<file path="src/rtl/ks_multiword_adder.sv">
`default_nettype none
// ============================================================================
// Module  : ks_multiword_adder (+ kogge_stone_adder)
// Brief   : WIDTH-bit adder that sequences one 16-bit Kogge-Stone adder over
//           the operand chunks, LSB first, with valid/ready on both sides.
// Revision: 1.0 - initial release
// ============================================================================

module kogge_stone_adder (
    input  logic [15:0] a,
    input  logic [15:0] b,
    input  logic        cin,
    output logic [15:0] sum,
    output logic        cout
);
    logic [15:0] g_lvl [0:4];
    logic [15:0] p_lvl [0:3];

    // Carry-in is folded into bit 0's generate so every prefix includes it.
    assign p_lvl[0] = a ^ b;
    assign g_lvl[0] = {a[15:1] & b[15:1], (a[0] & b[0]) | ((a[0] ^ b[0]) & cin)};

    generate
        for (genvar l = 0; l < 4; l++) begin : g_level
            localparam int D = 1 << l;
            assign g_lvl[l+1] = g_lvl[l] | (p_lvl[l] & (g_lvl[l] << D));
            if (l < 3) begin : g_prop
                assign p_lvl[l+1] = p_lvl[l] & ((p_lvl[l] << D) | 16'((1 << D) - 1));
            end
        end
    endgenerate

    assign sum  = p_lvl[0] ^ {g_lvl[4][14:0], cin};
    assign cout = g_lvl[4][15];
endmodule

module ks_multiword_adder #(
    parameter int WIDTH = 64
) (
    input  logic             clk,
    input  logic             rst_n,
    input  logic             in_valid,
    output logic             in_ready,
    input  logic [WIDTH-1:0] A,
    input  logic [WIDTH-1:0] B,
    input  logic             Cin,
    output logic             out_valid,
    input  logic             out_ready,
    output logic [WIDTH-1:0] S,
    output logic             Cout,
    output logic             V
);
    localparam int NCHUNK = WIDTH / 16;
    localparam int IDX_W  = (NCHUNK > 1) ? $clog2(NCHUNK) : 1;
    localparam logic [IDX_W-1:0] LAST_IDX = IDX_W'(NCHUNK - 1);

    localparam logic [1:0] ST_IDLE = 2'd0;
    localparam logic [1:0] ST_ADD  = 2'd1;
    localparam logic [1:0] ST_DONE = 2'd2;

    logic [1:0]       state;
    logic [1:0]       next_state;
    logic [WIDTH-1:0] a_q;
    logic [WIDTH-1:0] b_q;
    logic             carry_q;
    logic [IDX_W-1:0] idx;
    logic [15:0]      chunk_a;
    logic [15:0]      chunk_b;
    logic [15:0]      chunk_sum;
    logic             chunk_cout;
    logic             last_chunk;

    assign chunk_a    = a_q[idx*16 +: 16];
    assign chunk_b    = b_q[idx*16 +: 16];
    assign last_chunk = (idx == LAST_IDX);

    kogge_stone_adder u_ks (
        .a    (chunk_a),
        .b    (chunk_b),
        .cin  (carry_q),
        .sum  (chunk_sum),
        .cout (chunk_cout)
    );

    always_ff @(posedge clk or negedge rst_n) begin
        if (!rst_n) begin
            state <= ST_IDLE;
        end else begin
            state <= next_state;
        end
    end

    always_comb begin
        next_state = state;
        case (state)
            ST_IDLE: if (in_valid)   next_state = ST_ADD;
            ST_ADD:  if (last_chunk) next_state = ST_DONE;
            ST_DONE: if (out_ready)  next_state = ST_IDLE;
            default:                 next_state = ST_IDLE;
        endcase
    end

    always_comb begin
        in_ready  = (state == ST_IDLE);
        out_valid = (state == ST_DONE);
    end

    always_ff @(posedge clk or negedge rst_n) begin
        if (!rst_n) begin
            a_q     <= '0;
            b_q     <= '0;
            carry_q <= 1'b0;
            idx     <= '0;
            S       <= '0;
            Cout    <= 1'b0;
            V       <= 1'b0;
        end else begin
            case (state)
                ST_IDLE: begin
                    if (in_valid) begin
                        a_q     <= A;
                        b_q     <= B;
                        carry_q <= Cin;
                        idx     <= '0;
                    end
                end
                ST_ADD: begin
                    S[idx*16 +: 16] <= chunk_sum;
                    carry_q         <= chunk_cout;
                    idx             <= idx + 1'b1;
                    // Top chunk's sum bit 15 is the sign of the full result.
                    if (last_chunk) begin
                        Cout <= chunk_cout;
                        V    <= (a_q[WIDTH-1] == b_q[WIDTH-1]) &&
                                (chunk_sum[15] != a_q[WIDTH-1]);
                    end
                end
                default: ;
            endcase
        end
    end
endmodule

`default_nettype wire

</file>
<file path="config.mk">
export PLATFORM = sky130hd
export DESIGN_NAME = ks_multiword_adder
export DESIGN_NICKNAME = d
export VERILOG_FILES = /design/src/rtl/ks_multiword_adder.sv
export SDC_FILE = /design/constraint.sdc
export NUM_CORES = 1
export LEC_CHECK = 0
export BUFFER_PORTS_ARGS = -buffer_cell sky130_fd_sc_hd__buf_2
export CAP_MARGIN = 25
export CORE_UTILIZATION = 50
export CTS_CLUSTER_DIAMETER = 40
export DETAILED_ROUTE_END_ITERATION = 10
export PLACE_DENSITY_LB_ADDON = 0.08
export SETUP_SLACK_MARGIN = 0.4
export SYNTH_ARGS = -nofsm -noshare
export SYNTH_HDL_FRONTEND = slang
export SYNTH_SLANG_ARGS = --single-unit
export TNS_END_PERCENT = 1
</file>
<file path="constraint.sdc">
create_clock -name clk -period 9.7 [get_ports clk]
set_input_delay 0.485 -clock clk [delete_from_list [all_inputs] [get_ports clk]]
set_output_delay 0.485 -clock clk [all_outputs]
set_load 0.005 [all_outputs]
</file>
==> run_summary.xml, run 1 <==
<?xml version="1.0" encoding="UTF-8"?>
<metrics>
  <group name="status">
    <metric name="status" unit="">finished clean</metric>
  </group>
  <group name="synthesis">
    <metric name="prevailing_post_synth_register_cell" unit="">sky130_fd_sc_hd__dfrtp_1</metric>
    <metric name="mean_syn_cell_area" unit="sq um">10.11</metric>
    <metric name="yosys_warnings" unit="">0</metric>
    <metric name="synth.top_cells.by_area" unit="">sky130_fd_sc_hd__dfrtp_1, sky130_fd_sc_hd__nand2_1, sky130_fd_sc_hd__mux4_2</metric>
    <metric name="yosys_register_bits" unit="">199</metric>
    <metric name="synth.top_cell.area_share" unit="%">54.75</metric>
    <metric name="synthesis.nets" unit="">1056</metric>
    <metric name="yosys.cell_types.count" unit="">52</metric>
    <metric name="synth-edff-count" unit="">0</metric>
    <metric name="ys_async_sr_fraction" unit="%">100.0</metric>
    <metric name="area_of_the_mapped_netlist" unit="sq mm">0.009096</metric>
    <metric name="synth_top_area_cell" unit="">sky130_fd_sc_hd__dfrtp_1</metric>
    <metric name="netlist_instances" unit="">900</metric>
    <metric name="yosysSeqAreaShare" unit="%">54.75</metric>
  </group>
  <group name="final_layout">
    <metric name="drive_above_1_share" unit="%">26.35</metric>
    <metric name="util_after_layout" unit="%">61.97</metric>
    <metric name="insertedDiodeCount" unit="">0</metric>
    <metric name="fin_area" unit="sq mm">0.01087</metric>
    <metric name="syn_to_final_growth" unit="%">19.48</metric>
    <metric name="final_nets" unit="">1236</metric>
  </group>
  <group name="timing">
    <metric name="max_slew.worst_pin.slew" unit="ns">1.064</metric>
    <metric name="finalCritPeriodShare" unit="%">39.84</metric>
    <metric name="timing.final.hold_violations" unit="">0</metric>
    <metric name="finalSetupTns" unit="ns">0</metric>
    <metric name="fmax" unit="MHz">258.7</metric>
    <metric name="timing_max_transition_violations_final" unit="">0</metric>
    <metric name="finalSetupViolations" unit="">0</metric>
    <metric name="final.min_clock_period" unit="ns">3.865</metric>
    <metric name="slew_headroom" unit="%">28.65</metric>
    <metric name="setup_repair_after_global_routing_missed_its_margin" unit="">no</metric>
    <metric name="finalClockSkew" unit="ns">0.01964</metric>
  </group>
  <group name="die">
    <metric name="fp.dieH" unit="um">136.9</metric>
    <metric name="design.core.area" unit="sq mm">0.01754</metric>
    <metric name="ioPinCount" unit="">201</metric>
    <metric name="core.rowCount" unit="">48</metric>
    <metric name="chipWidth" unit="um">136.9</metric>
    <metric name="initial_core_utilization" unit="%">51.87</metric>
    <metric name="die-area" unit="sq mm">0.01874</metric>
  </group>
  <group name="power_and_ir_drop">
    <metric name="max-vdd-ir-drop" unit="mV">0.2272</metric>
    <metric name="clock_power_share" unit="%">15.1</metric>
    <metric name="power.density_cell_area" unit="mW/mm^2">403.8</metric>
    <metric name="lkg_pwr" unit="nW">5.847</metric>
    <metric name="power.share.combinational" unit="%">52.9</metric>
    <metric name="seq_power_share" unit="%">32.0</metric>
    <metric name="netSwitchingFraction" unit="%">44.22</metric>
    <metric name="power_report.internal_total" unit="mW">2.448</metric>
    <metric name="power.net_switching" unit="mW">1.941</metric>
  </group>
  <group name="worst_setup_path">
    <metric name="path_max_fanout" unit="">27</metric>
    <metric name="crit_path_end_kind" unit="">register</metric>
    <metric name="worst_r2r_startpoint" unit="">idx[0]</metric>
    <metric name="r2r.worst_path.cells" unit="">11</metric>
    <metric name="worst_r2r_endpoint" unit="">carry_q</metric>
    <metric name="worst_setup_path_start_kind" unit="">register</metric>
    <metric name="regToRegSetupSlack" unit="ns">5.84</metric>
    <metric name="critical_path.startpoint" unit="">idx[0]</metric>
    <metric name="arrival_worst_endpoint" unit="ns">4.16</metric>
    <metric name="critPathKind" unit="">register to register</metric>
    <metric name="worst-endpoint-required" unit="ns">10.00</metric>
  </group>
  <group name="clocking">
    <metric name="tritoncts" unit="">built</metric>
    <metric name="cts-htree-levels" unit="">4</metric>
    <metric name="clk_root_buffer_cell" unit="">sky130_fd_sc_hd__clkbuf_16</metric>
    <metric name="cts-buffers-inserted" unit="">17</metric>
    <metric name="worstSkewPairLatency" unit="ns">0.44</metric>
    <metric name="worst_setup_hold_path_clk_slew" unit="ns">0.07</metric>
    <metric name="cts-hold-fix-buffers" unit="">0</metric>
    <metric name="clock_path_buffers" unit="">2</metric>
    <metric name="cts_resized" unit="">0</metric>
    <metric name="cts_post_setup_buffers_inserted" unit="">0</metric>
    <metric name="tritoncts_num_sinks" unit="">199</metric>
  </group>
  <group name="detailed_routing">
    <metric name="wire_per_inst" unit="um">16.96</metric>
    <metric name="post-route-drc-count" unit="">0</metric>
    <metric name="first_pass_iters" unit="">4</metric>
    <metric name="drt-total-wl" unit="um">22350</metric>
    <metric name="detail_route.iter0.violations" unit="">377</metric>
    <metric name="vias" unit="">7014</metric>
    <metric name="remaining_antenna_violation_count_after_routing" unit="">0</metric>
    <metric name="via_count_normalized_by_instance_count" unit="">5.322</metric>
  </group>
  <group name="flow_run">
    <metric name="max_cap_viols" unit="">0</metric>
  </group>
  <group name="placed_design">
    <metric name="post_dp_cell_area" unit="sq mm">0.01029</metric>
    <metric name="last_weighted_congestion_value_of_the_routability_driven_placer" unit="">0.8116</metric>
    <metric name="place.port_buffers" unit="">200</metric>
    <metric name="dpl.hpwl" unit="um">15690</metric>
  </group>
  <group name="grt">
    <metric name="global_route_usage_over_all_layers" unit="%">25.67</metric>
    <metric name="first_global_vias" unit="">6932</metric>
    <metric name="grt_remaining_overflow" unit="">0</metric>
    <metric name="antenna_violations_before_repair" unit="">0</metric>
    <metric name="grt_pass1_wl" unit="um">35890</metric>
    <metric name="largest_net_degree_at_the_start_of_global_routing" unit="">119</metric>
  </group>
  <group name="worst_hold_path">
    <metric name="worst_hold_path_type" unit="">primary input to async pin</metric>
  </group>
</metrics>
Yosys cell counts, types with 2 or more instances:
cell type                  count
sky130_fd_sc_hd__dfrtp_1     199
sky130_fd_sc_hd__nor2_1       15
sky130_fd_sc_hd__nor2b_1       3
sky130_fd_sc_hd__nor3_1        3
sky130_fd_sc_hd__or3_1         2
sky130_fd_sc_hd__clkbuf_1     37
sky130_fd_sc_hd__a32oi_1       4
sky130_fd_sc_hd__a22oi_1       5
sky130_fd_sc_hd__nand2_1     409
sky130_fd_sc_hd__nand3_1       3
sky130_fd_sc_hd__xor2_1        4
sky130_fd_sc_hd__o21ai_1       8
sky130_fd_sc_hd__a21o_1       10
sky130_fd_sc_hd__o21ai_0      21
sky130_fd_sc_hd__fa_1          2
sky130_fd_sc_hd__nand4_1       2
sky130_fd_sc_hd__nand2b_1      4
sky130_fd_sc_hd__mux4_2       32
sky130_fd_sc_hd__nand2_2       2
sky130_fd_sc_hd__buf_2        10
sky130_fd_sc_hd__xnor2_1       8
sky130_fd_sc_hd__ha_1         21
sky130_fd_sc_hd__a21oi_1      11
sky130_fd_sc_hd__a22o_1       48
sky130_fd_sc_hd__a211oi_2      2
sky130_fd_sc_hd__inv_1         9
worst max-delay path by stage:
stage                          to  slack (ns)  cells past startpoint
after global routing      carry_q        5.47                     11
final                     carry_q        5.84                     11
after floorplan              Cout        6.33                     12
after detailed placement  carry_q        5.78                     11
after global placement       Cout        5.91                     11
after CTS                 carry_q        5.76                     11
cell usage in the layout, fill, tap and decap left out, types with 4 or more instances in the layout:
master	instances
sky130_fd_sc_hd__nand2b_1	4
sky130_fd_sc_hd__a32oi_1	4
sky130_fd_sc_hd__dfrtp_1	197
sky130_fd_sc_hd__nor2_1	15
sky130_fd_sc_hd__xnor2_1	8
sky130_fd_sc_hd__buf_4	5
sky130_fd_sc_hd__a21o_1	10
sky130_fd_sc_hd__nand2_1	408
sky130_fd_sc_hd__clkbuf_1	7
sky130_fd_sc_hd__o21ai_0	21
sky130_fd_sc_hd__clkbuf_16	17
sky130_fd_sc_hd__xor2_1	4
sky130_fd_sc_hd__o21ai_1	8
sky130_fd_sc_hd__mux4_2	32
sky130_fd_sc_hd__buf_2	199
sky130_fd_sc_hd__inv_1	9
sky130_fd_sc_hd__a21oi_1	11
sky130_fd_sc_hd__ha_1	21
sky130_fd_sc_hd__a22o_1	48
sky130_fd_sc_hd__a22oi_1	5
per-stage QoR:
stage / total power, mW / hold WS (ns) / worst slack (ns) / cells
after global routing: 4.736 / 0.2241 / 5.467 / 1318
after CTS: 4.413 / 0.2184 / 5.761 / 1316
after global placement: 3.692 / 0.4527 / 5.915 / 1282
after floorplan: 3.022 / 0.1894 / 6.335 / 900
after detailed placement: 3.738 / 0.4568 / 5.780 / 1284
final: 4.389 / 0.1661 / 5.835 / 1318
state kept, by name, indices dropped and copies added, names as in the netlist:
register  count
S            64
a_q          64
b_q          64
idx           2
state         2
Cout          1
V             1
carry_q       1
power by group through the flow:
stage / clock [mW] / sequential (mW) / combinational (mW)
final: 0.663 / 1.41 / 2.32
after global routing: 0.710 / 1.45 / 2.58
after CTS: 0.676 / 1.40 / 2.33
after detailed placement: 0 / 1.42 / 2.32
after global placement: 0 / 1.41 / 2.28
after floorplan: 0 / 1.32 / 1.70
logic make-up (layout without fill, tap and decap cells):
kind of cell | after synthesis | count (layout) | share of synthesized area (%)
AO/OA/AOI/OAI | 122 | 122 | 10.37
XOR/XNOR | 14 | 14 | 1.513
adder cells (fa/ha/maj) | 23 | 23 | 3.329
buffers and inverters | 57 | 250 | 2.490
flip-flops | 199 | 199 | 54.75
multiplexers | 34 | 34 | 8.157
AND/OR/NAND/NOR | 451 | 451 | 19.39
metal layers:
metal	track usage, %	wire, um	vias to the layer above
met1	35.59	10280	3401
met3	4.963	1119	18
met5	0	0	-
li1	-	-	3393
met2	41.65	10620	202
met4	6.593	323	0
worst max-delay path: stages (launching register included):
cell,delay (ns)
sky130_fd_sc_hd__dfrtp_2,0.61
sky130_fd_sc_hd__buf_4,0.55
sky130_fd_sc_hd__mux4_2,0.59
sky130_fd_sc_hd__fa_1,0.45
sky130_fd_sc_hd__inv_1,0.10
sky130_fd_sc_hd__fa_1,0.20
sky130_fd_sc_hd__nor2b_1,0.07
sky130_fd_sc_hd__o2111a_1,0.24
sky130_fd_sc_hd__nor2_1,0.23
sky130_fd_sc_hd__o311ai_1,0.16
sky130_fd_sc_hd__a221oi_1,0.39
sky130_fd_sc_hd__o21ai_0,0.13
area by class of cell:
cell class                 instances  area [sq um]
tap                              225         281.5
timing repair buffer             209          1125
inverter                           9         33.78
multi-input combinational        644          3910
sequential                       199          4982
clock inverter                     7         70.07
clock buffer                      25         465.4
fill                            1506          6669
(Power assumes the default switching activity.)
==> inputs of run 2 (changes only) <==
==> constraint.sdc (replaced) <==
create_clock -name clk -period 3.68 [get_ports clk]
set_input_delay 0.184 -clock clk [delete_from_list [all_inputs] [get_ports clk]]
set_output_delay 0.184 -clock clk [all_outputs]
set_load 0.005 [all_outputs]
==> run 2 against run 1 <==
  * Sequential share of layout area fell by 5.4 points
  * Die area did not move
  * First-iteration DRC count rose by 47%
  * Via count rose by 12%
  * Combinational power rose to 2.8 times the previous value
  * Design area rose by 13%
  * Worst hold slack got worse by 0.14 ns
  * Cell count rose by 10%
  * Clock skew fell by 0.011 ns
  * Power rose to 2.8 times the previous value
  * Setup slack got worse by 5.3 ns
  * Sequential power rose to 2.6 times the previous value
==> run_summary.xml, run 2 (synthesis results as in run 1) <==
<?xml version="1.0" encoding="UTF-8"?>
<metrics>
  <group name="status">
    <metric name="status" unit="">finished clean</metric>
  </group>
  <group name="timing">
    <metric name="finalWorstSetupSlack" unit="ns">0.5090</metric>
    <metric name="finalCritPeriodShare" unit="%">86.17</metric>
    <metric name="timing_max_transition_violations_final" unit="">0</metric>
    <metric name="setup_repair_after_global_routing_missed_its_margin" unit="">yes</metric>
    <metric name="fmax" unit="MHz">315.4</metric>
    <metric name="finalClockSkew" unit="ns">0.008216</metric>
    <metric name="finalSetupTns" unit="ns">0</metric>
    <metric name="timing.final.hold_violations" unit="">0</metric>
    <metric name="finalSetupViolations" unit="">0</metric>
    <metric name="max_slew.worst_pin.slew" unit="ns">0.7232</metric>
    <metric name="final.min_clock_period" unit="ns">3.171</metric>
    <metric name="slew_headroom" unit="%">51.67</metric>
  </group>
  <group name="final_layout">
    <metric name="drive_above_1_share" unit="%">24.47</metric>
    <metric name="util_after_layout" unit="%">70.27</metric>
    <metric name="syn_to_final_growth" unit="%">35.47</metric>
    <metric name="leading_cell_type_in_the_layout_fill_and_taps_excluded" unit="">sky130_fd_sc_hd__nand2_1</metric>
    <metric name="reg.largest.list" unit="">S (64), a_q (64), b_q (64)</metric>
    <metric name="fin_area" unit="sq mm">0.01232</metric>
    <metric name="final_nets" unit="">1376</metric>
    <metric name="mostFrequentLayoutCells" unit="">sky130_fd_sc_hd__nand2_1, sky130_fd_sc_hd__buf_2, sky130_fd_sc_hd__dfrtp_1</metric>
    <metric name="insertedDiodeCount" unit="">0</metric>
  </group>
  <group name="flow_run">
    <metric name="max_cap_viols" unit="">0</metric>
  </group>
  <group name="clocking">
    <metric name="clock_path_buffers" unit="">2</metric>
    <metric name="worst_setup_hold_path_clk_slew" unit="ns">0.07</metric>
    <metric name="tritoncts_num_sinks" unit="">199</metric>
    <metric name="cts-buffers-inserted" unit="">17</metric>
    <metric name="clk_root_buffer_cell" unit="">sky130_fd_sc_hd__clkbuf_16</metric>
    <metric name="cts-htree-levels" unit="">4</metric>
    <metric name="worstSkewPairLatency" unit="ns">0.43</metric>
    <metric name="tritoncts" unit="">built</metric>
  </group>
  <group name="worst_setup_path">
    <metric name="arrival_worst_endpoint" unit="ns">3.49</metric>
    <metric name="regToRegSetupSlack" unit="ns">0.51</metric>
    <metric name="r2r.worst_path.cells" unit="">10</metric>
    <metric name="worst_setup_path_start_kind" unit="">register</metric>
    <metric name="crit_path_end_kind" unit="">register</metric>
    <metric name="critPathMaxStageDelay" unit="ns">0.56</metric>
    <metric name="path_max_fanout" unit="">13</metric>
    <metric name="critPathKind" unit="">register to register</metric>
    <metric name="path_buf_inv" unit="">2</metric>
    <metric name="critical_path_depth" unit="">10</metric>
    <metric name="crit_path_cell_trace" unit="">buf_4, clkbuf_16, mux4_2, ha_1, nand2_1, nor2_2, a21oi_1, o311ai_4, xor2_2, a22o_1</metric>
    <metric name="critical_path.slowest_cell" unit="">sky130_fd_sc_hd__mux4_2</metric>
    <metric name="critical-path-top-delay-family" unit="">compound AO/OA/AOI/OAI gates</metric>
    <metric name="worst-endpoint-required" unit="ns">4.00</metric>
  </group>
  <group name="power_and_ir_drop">
    <metric name="max-vdd-ir-drop" unit="mV">0.6163</metric>
    <metric name="fin_total_pwr" unit="mW">12.10</metric>
    <metric name="power.density_cell_area" unit="mW/mm^2">981.9</metric>
    <metric name="lkg_pwr" unit="nW">6.470</metric>
  </group>
  <group name="grt">
    <metric name="grt_pass1_wl" unit="um">40950</metric>
    <metric name="largest_net_degree_at_the_start_of_global_routing" unit="">130</metric>
    <metric name="global_route_usage_over_all_layers" unit="%">29.21</metric>
    <metric name="antenna_violations_before_repair" unit="">0</metric>
    <metric name="first_global_vias" unit="">7941</metric>
    <metric name="grt_remaining_overflow" unit="">0</metric>
  </group>
  <group name="placed_design">
    <metric name="pre_cts_ws" unit="ns">0.4460</metric>
    <metric name="last_weighted_congestion_value_of_the_routability_driven_placer" unit="">0.9318</metric>
    <metric name="dpl.hpwl" unit="um">16600</metric>
    <metric name="place.port_buffers" unit="">200</metric>
    <metric name="post_dp_cell_area" unit="sq mm">0.01034</metric>
  </group>
  <group name="worst_hold_path">
    <metric name="holdPathStages" unit="">3</metric>
    <metric name="worst_hold_path_type" unit="">primary input to register</metric>
  </group>
  <group name="detailed_routing">
    <metric name="post-route-drc-count" unit="">0</metric>
    <metric name="detail_route.iter0.violations" unit="">555</metric>
    <metric name="via_count_normalized_by_instance_count" unit="">5.382</metric>
    <metric name="drt-total-wl" unit="um">25720</metric>
    <metric name="wire_per_inst" unit="um">17.68</metric>
    <metric name="first_pass_iters" unit="">5</metric>
    <metric name="vias" unit="">7831</metric>
    <metric name="remaining_antenna_violation_count_after_routing" unit="">0</metric>
  </group>
  <group name="die">
    <metric name="core.rowCount" unit="">48</metric>
    <metric name="die-area" unit="sq mm">0.01874</metric>
    <metric name="fp.dieH" unit="um">136.9</metric>
    <metric name="design.core.area" unit="sq mm">0.01754</metric>
    <metric name="chipWidth" unit="um">136.9</metric>
    <metric name="initial_core_utilization" unit="%">51.87</metric>
    <metric name="ioPinCount" unit="">201</metric>
  </group>
</metrics>
==> run 2: cell types whose count changed in the layout (fill, tap and decap cells not counted), moves of 3 or more <==
cell                            delta
sky130_fd_sc_hd__clkbuf_1          -5
sky130_fd_sc_hd__buf_12            +3
sky130_fd_sc_hd__buf_4             +9
sky130_fd_sc_hd__dlygate4sd3_1   +130
==> run 2: final cells by class <==
| type | count | area, sq um |
|---|---|---|
| Inverter | 9 | 33.78 |
| Clock buffer | 20 | 446.7 |
| Multi-Input combinational cell | 644 | 3921 |
| Sequential cell | 199 | 4982 |
| Timing Repair Buffer | 349 | 2529 |
| Clock inverter | 9 | 128.9 |
| Fill cell | 1326 | 5214 |
| Tap cell | 225 | 281.5 |
==> run 2: path summary, 6_finish.rpt <==
| check | from | endpoint |
|---|---|---|
| setup / recovery | idx[0] | S[63] |
| hold / removal | Cin | carry_q |
| setup reg to reg | idx[0] | S[63] |
| hold reg to reg | b_q[15] | b_q[15] |
| max in group asynchronous | rst_n | idx[1] |
| min in group asynchronous | rst_n | S[26] |
==> run 2: worst min-delay path, stage by stage <==
cell,delay (ns)
sky130_fd_sc_hd__buf_2,0.09
sky130_fd_sc_hd__a22oi_1,0.07
sky130_fd_sc_hd__o21ai_0,0.07
==> run 2: power breakdown <==
part | internal, mW | total (mW) | switching [mW] | leakage, nW
Clock | 1.07 | 1.87 | 0.800 | 0.278
Sequential | 3.09 | 3.68 | 0.584 | 2.55
Combinational | 2.64 | 6.55 | 3.91 | 3.64
Total | 6.81 | 12.1 | 5.29 | 6.47
==> run 2: repair_timing <==
| item | in CTS | in global routing |
|---|---|---|
| endpoints found under the setup margin | 0 | 23 |
| setup buffers | 0 | 4 |
| hold endpoints to repair | 257 | 0 |
| gates resized for setup | 0 | 4 |
| hold buffers | 130 | 0 |
==> run 2: stage by stage <==
| step | std cells | hold WS (ns) |
|---|---|---|
| floorplan | 900 | -0.1116 |
| global placement | 1290 | 0.3735 |
| detailed placement | 1290 | 0.3753 |
| CTS | 1449 | 0.02205 |
| global route | 1455 | 0.04960 |
| finish | 1455 | 0.02598 |
==> run 2: routing by layer <==
metal	track usage, %	part of all wire, %	vias up
li1	-	-	3651
met1	37.34	42	3821
met2	48.67	49	299
met3	6.000	5.9	60
met4	11.90	3.3	0
met5	0	0	-
==> inputs of run 3 (changes only) <==
--- a/config.mk
+++ b/config.mk
@@ -14,5 +14,6 @@
 export SETUP_SLACK_MARGIN = 0.4
 export SYNTH_ARGS = -nofsm -noshare
 export SYNTH_HDL_FRONTEND = slang
+export SYNTH_HIERARCHICAL = 1
 export SYNTH_SLANG_ARGS = --single-unit
 export TNS_END_PERCENT = 1
==> run 3 against run 2 <==
  * Setup slack gained 0.015 ns
  * Synthesized area increased by 4.5%
  * Count of clock-buffer cells in the layout is 1 higher
  * Design area grew 2.1%
==> run_summary.xml, run 3 <==
<?xml version="1.0" encoding="UTF-8"?>
<metrics>
  <group name="status">
    <metric name="status" unit="">finished clean</metric>
  </group>
  <group name="synthesis">
    <metric name="synthTopCellsByCount" unit="">sky130_fd_sc_hd__dfrtp_1, sky130_fd_sc_hd__mux2_4, sky130_fd_sc_hd__a22o_1</metric>
    <metric name="synth-edff-count" unit="">0</metric>
    <metric name="synth.top_cell.area_share" unit="%">52.40</metric>
    <metric name="mean_syn_cell_area" unit="sq um">14.92</metric>
    <metric name="ys_async_sr_fraction" unit="%">100.0</metric>
    <metric name="yosys.cell_types.count" unit="">52</metric>
    <metric name="synth_top_area_cell" unit="">sky130_fd_sc_hd__dfrtp_1</metric>
    <metric name="prevailing_post_synth_register_cell" unit="">sky130_fd_sc_hd__dfrtp_1</metric>
    <metric name="synthesis.nets" unit="">792</metric>
    <metric name="netlist_instances" unit="">637</metric>
    <metric name="yosys_register_bits" unit="">199</metric>
    <metric name="yosys_warnings" unit="">6</metric>
    <metric name="yosysSeqAreaShare" unit="%">52.40</metric>
    <metric name="area_of_the_mapped_netlist" unit="sq mm">0.009503</metric>
    <metric name="most_common_cell_in_the_netlist" unit="">sky130_fd_sc_hd__dfrtp_1</metric>
    <metric name="synth.top_cells.by_area" unit="">sky130_fd_sc_hd__dfrtp_1, sky130_fd_sc_hd__mux2_4, sky130_fd_sc_hd__mux4_2</metric>
  </group>
  <group name="die">
    <metric name="die-area" unit="sq mm">0.01956</metric>
    <metric name="core.rowCount" unit="">50</metric>
    <metric name="chipWidth" unit="um">139.9</metric>
    <metric name="initial_core_utilization" unit="%">50.97</metric>
    <metric name="fp.dieH" unit="um">139.9</metric>
    <metric name="ioPinCount" unit="">201</metric>
    <metric name="design.core.area" unit="sq mm">0.01864</metric>
  </group>
  <group name="final_layout">
    <metric name="leading_cell_type_in_the_layout_fill_and_taps_excluded" unit="">sky130_fd_sc_hd__buf_2</metric>
    <metric name="mostFrequentLayoutCells" unit="">sky130_fd_sc_hd__buf_2, sky130_fd_sc_hd__dfrtp_1, sky130_fd_sc_hd__dlygate4sd3_1</metric>
    <metric name="insertedDiodeCount" unit="">0</metric>
    <metric name="util_after_layout" unit="%">67.51</metric>
    <metric name="final_nets" unit="">1112</metric>
    <metric name="reg.largest.list" unit="">S (64), a_q (64), b_q (64)</metric>
    <metric name="drive_above_1_share" unit="%">41.84</metric>
    <metric name="syn_to_final_growth" unit="%">32.44</metric>
  </group>
  <group name="placed_design">
    <metric name="dpl.hpwl" unit="um">15720</metric>
    <metric name="last_weighted_congestion_value_of_the_routability_driven_placer" unit="">0.8608</metric>
    <metric name="place.port_buffers" unit="">200</metric>
  </group>
  <group name="flow_run">
    <metric name="max_cap_viols" unit="">0</metric>
  </group>
  <group name="timing">
    <metric name="slew_headroom" unit="%">53.08</metric>
    <metric name="timing.final.hold_violations" unit="">0</metric>
    <metric name="finalSetupTns" unit="ns">0</metric>
    <metric name="setup_repair_after_global_routing_missed_its_margin" unit="">yes</metric>
    <metric name="final.min_clock_period" unit="ns">3.156</metric>
    <metric name="max_slew.worst_pin.slew" unit="ns">0.7021</metric>
    <metric name="timing_max_transition_violations_final" unit="">0</metric>
    <metric name="finalCritPeriodShare" unit="%">85.77</metric>
    <metric name="fmax" unit="MHz">316.8</metric>
    <metric name="finalClockSkew" unit="ns">0.007014</metric>
    <metric name="hold_ws" unit="ns">0.01239</metric>
    <metric name="finalSetupViolations" unit="">0</metric>
  </group>
  <group name="clocking">
    <metric name="cts-buffers-inserted" unit="">17</metric>
    <metric name="worst_setup_hold_path_clk_slew" unit="ns">0.07</metric>
    <metric name="worstSkewPairLatency" unit="ns">0.43</metric>
    <metric name="cts-htree-levels" unit="">4</metric>
    <metric name="tritoncts_num_sinks" unit="">199</metric>
    <metric name="tritoncts" unit="">built</metric>
    <metric name="clock_path_buffers" unit="">2</metric>
    <metric name="clk_root_buffer_cell" unit="">sky130_fd_sc_hd__clkbuf_16</metric>
  </group>
  <group name="power_and_ir_drop">
    <metric name="netSwitchingFraction" unit="%">41.21</metric>
    <metric name="lkg_pwr" unit="nW">6.007</metric>
    <metric name="seq_power_share" unit="%">28.7</metric>
    <metric name="power.net_switching" unit="mW">5.489</metric>
    <metric name="power_report.internal_total" unit="mW">7.831</metric>
    <metric name="power.density_cell_area" unit="mW/mm^2">1058</metric>
    <metric name="power.share.combinational" unit="%">57.2</metric>
    <metric name="max-vdd-ir-drop" unit="mV">0.5533</metric>
    <metric name="clock_power_share" unit="%">14.1</metric>
  </group>
  <group name="detailed_routing">
    <metric name="vias" unit="">6498</metric>
    <metric name="detail_route.iter0.violations" unit="">326</metric>
    <metric name="via_count_normalized_by_instance_count" unit="">5.406</metric>
    <metric name="post-route-drc-count" unit="">0</metric>
    <metric name="drt-total-wl" unit="um">23080</metric>
    <metric name="remaining_antenna_violation_count_after_routing" unit="">0</metric>
    <metric name="first_pass_iters" unit="">4</metric>
    <metric name="wire_per_inst" unit="um">19.20</metric>
  </group>
  <group name="grt">
    <metric name="antenna_violations_before_repair" unit="">0</metric>
    <metric name="global_route_usage_over_all_layers" unit="%">24.69</metric>
    <metric name="first_global_vias" unit="">6824</metric>
    <metric name="grt_pass1_wl" unit="um">36850</metric>
    <metric name="largest_net_degree_at_the_start_of_global_routing" unit="">138</metric>
    <metric name="grt_remaining_overflow" unit="">0</metric>
  </group>
  <group name="worst_setup_path">
    <metric name="arrival_worst_endpoint" unit="ns">3.46</metric>
    <metric name="critPathKind" unit="">register to register</metric>
    <metric name="crit_path_end_kind" unit="">register</metric>
    <metric name="worst_setup_path_start_kind" unit="">register</metric>
    <metric name="path_max_fanout" unit="">21</metric>
    <metric name="worst-endpoint-required" unit="ns">3.99</metric>
  </group>
  <group name="worst_hold_path">
    <metric name="worst_hold_path_type" unit="">primary input to register</metric>
  </group>
</metrics>
[run 3: changes by cell type in the layout (fill, tap and decap cells not counted), moves of 7 or more]
cell                            before  now
sky130_fd_sc_hd__mux2_2              1    9
sky130_fd_sc_hd__mux2_4              0  100
sky130_fd_sc_hd__dlygate4sd3_1     130  121
sky130_fd_sc_hd__nand2_1           408   46
sky130_fd_sc_hd__o21ai_1             8    1
sky130_fd_sc_hd__mux2_1              0   20
[run 3: power by group through the flow]
stage          Combinational, mW  Sequential (mW)  Clock [mW]
6_report                    7.62             3.83        1.87
5_1_grt                     8.22             3.94        1.99
4_1_cts                     7.44             3.83        1.91
3_5_place_dp                7.29             3.86           0
3_3_place_gp                7.12             3.80           0
2_1_floorplan               5.50             3.58           0
[run 3: area by class of cell]
cell class,instances,area (sq um)
fillers,1320,6057
repair buffers,339,2430
clock buffers,21,470.5
well taps,234,292.8
flip-flops and latches,199,4982
clock inverters,9,117.6
multi-input cells,390,4255
inverters,10,37.54
[run 3: final timing paths]
check,startpoint,endpoint,slack (ns),cells after the start
max in group asynchronous,rst_n,b_q[20],2.32,4
worst max register to register,idx[0],V,0.52,11
worst min-delay path,A[31],a_q[31],0.01,2
worst min register to register,S[35],S[35],0.48,2
min in group asynchronous,rst_n,S[9],0.23,2
worst max-delay path,idx[0],V,0.52,11
[run 3: repair_timing]
item,in CTS,in global routing
pin swaps,0,1
hold buffers,121,0
setup buffers,0,4
setup endpoints to repair,10,39
hold endpoints to repair,126,0
resized for setup,1,4
[run 3: metrics by stage]
step / cells / area [sq um] / worst slack (ns) / power [mW]
3_5_place_dp: 1046 / 10700 / 0.3372 / 11.15
6_report: 1202 / 12590 / 0.5237 / 13.32
4_1_cts: 1197 / 12500 / 0.3368 / 13.18
3_3_place_gp: 1046 / 10700 / 0.3766 / 10.92
5_1_grt: 1202 / 12590 / 0.2612 / 14.16
2_1_floorplan: 637 / 9524 / 0.4083 / 9.080
[run 3: metal layers]
| metal | vias up | routed length (um) | GRT usage (%) |
|---|---|---|---|
| li1 | 2985 | - | - |
| met1 | 3271 | 10720 | 34.55 |
| met2 | 211 | 10950 | 39.26 |
| met3 | 31 | 996 | 4.508 |
| met4 | 0 | 411 | 7.692 |
| met5 | - | 0 | 0 |
[run 3: cell families after synthesis]
group	Yosys count	share of synthesized area (%)
flops	199	52.40
mux	162	26.93
compound gates	115	8.887
simple gates	78	4.279
buf+inv	48	3.252
fa+ha+maj	22	3.055
xor+xnor	13	1.198
[run 3: critical path: stages (launching register included)]
cell and delay [ns]:
sky130_fd_sc_hd__dfrtp_2 0.49, sky130_fd_sc_hd__buf_12 0.25, sky130_fd_sc_hd__mux4_2 0.57, sky130_fd_sc_hd__ha_1 0.41, sky130_fd_sc_hd__a21oi_1 0.23, sky130_fd_sc_hd__o21ai_0 0.16, sky130_fd_sc_hd__a31oi_1 0.23, sky130_fd_sc_hd__o31ai_2 0.10
sky130_fd_sc_hd__xor2_1 0.19, sky130_fd_sc_hd__and3b_1 0.20, sky130_fd_sc_hd__a21oi_1 0.11, sky130_fd_sc_hd__o21ai_0 0.08
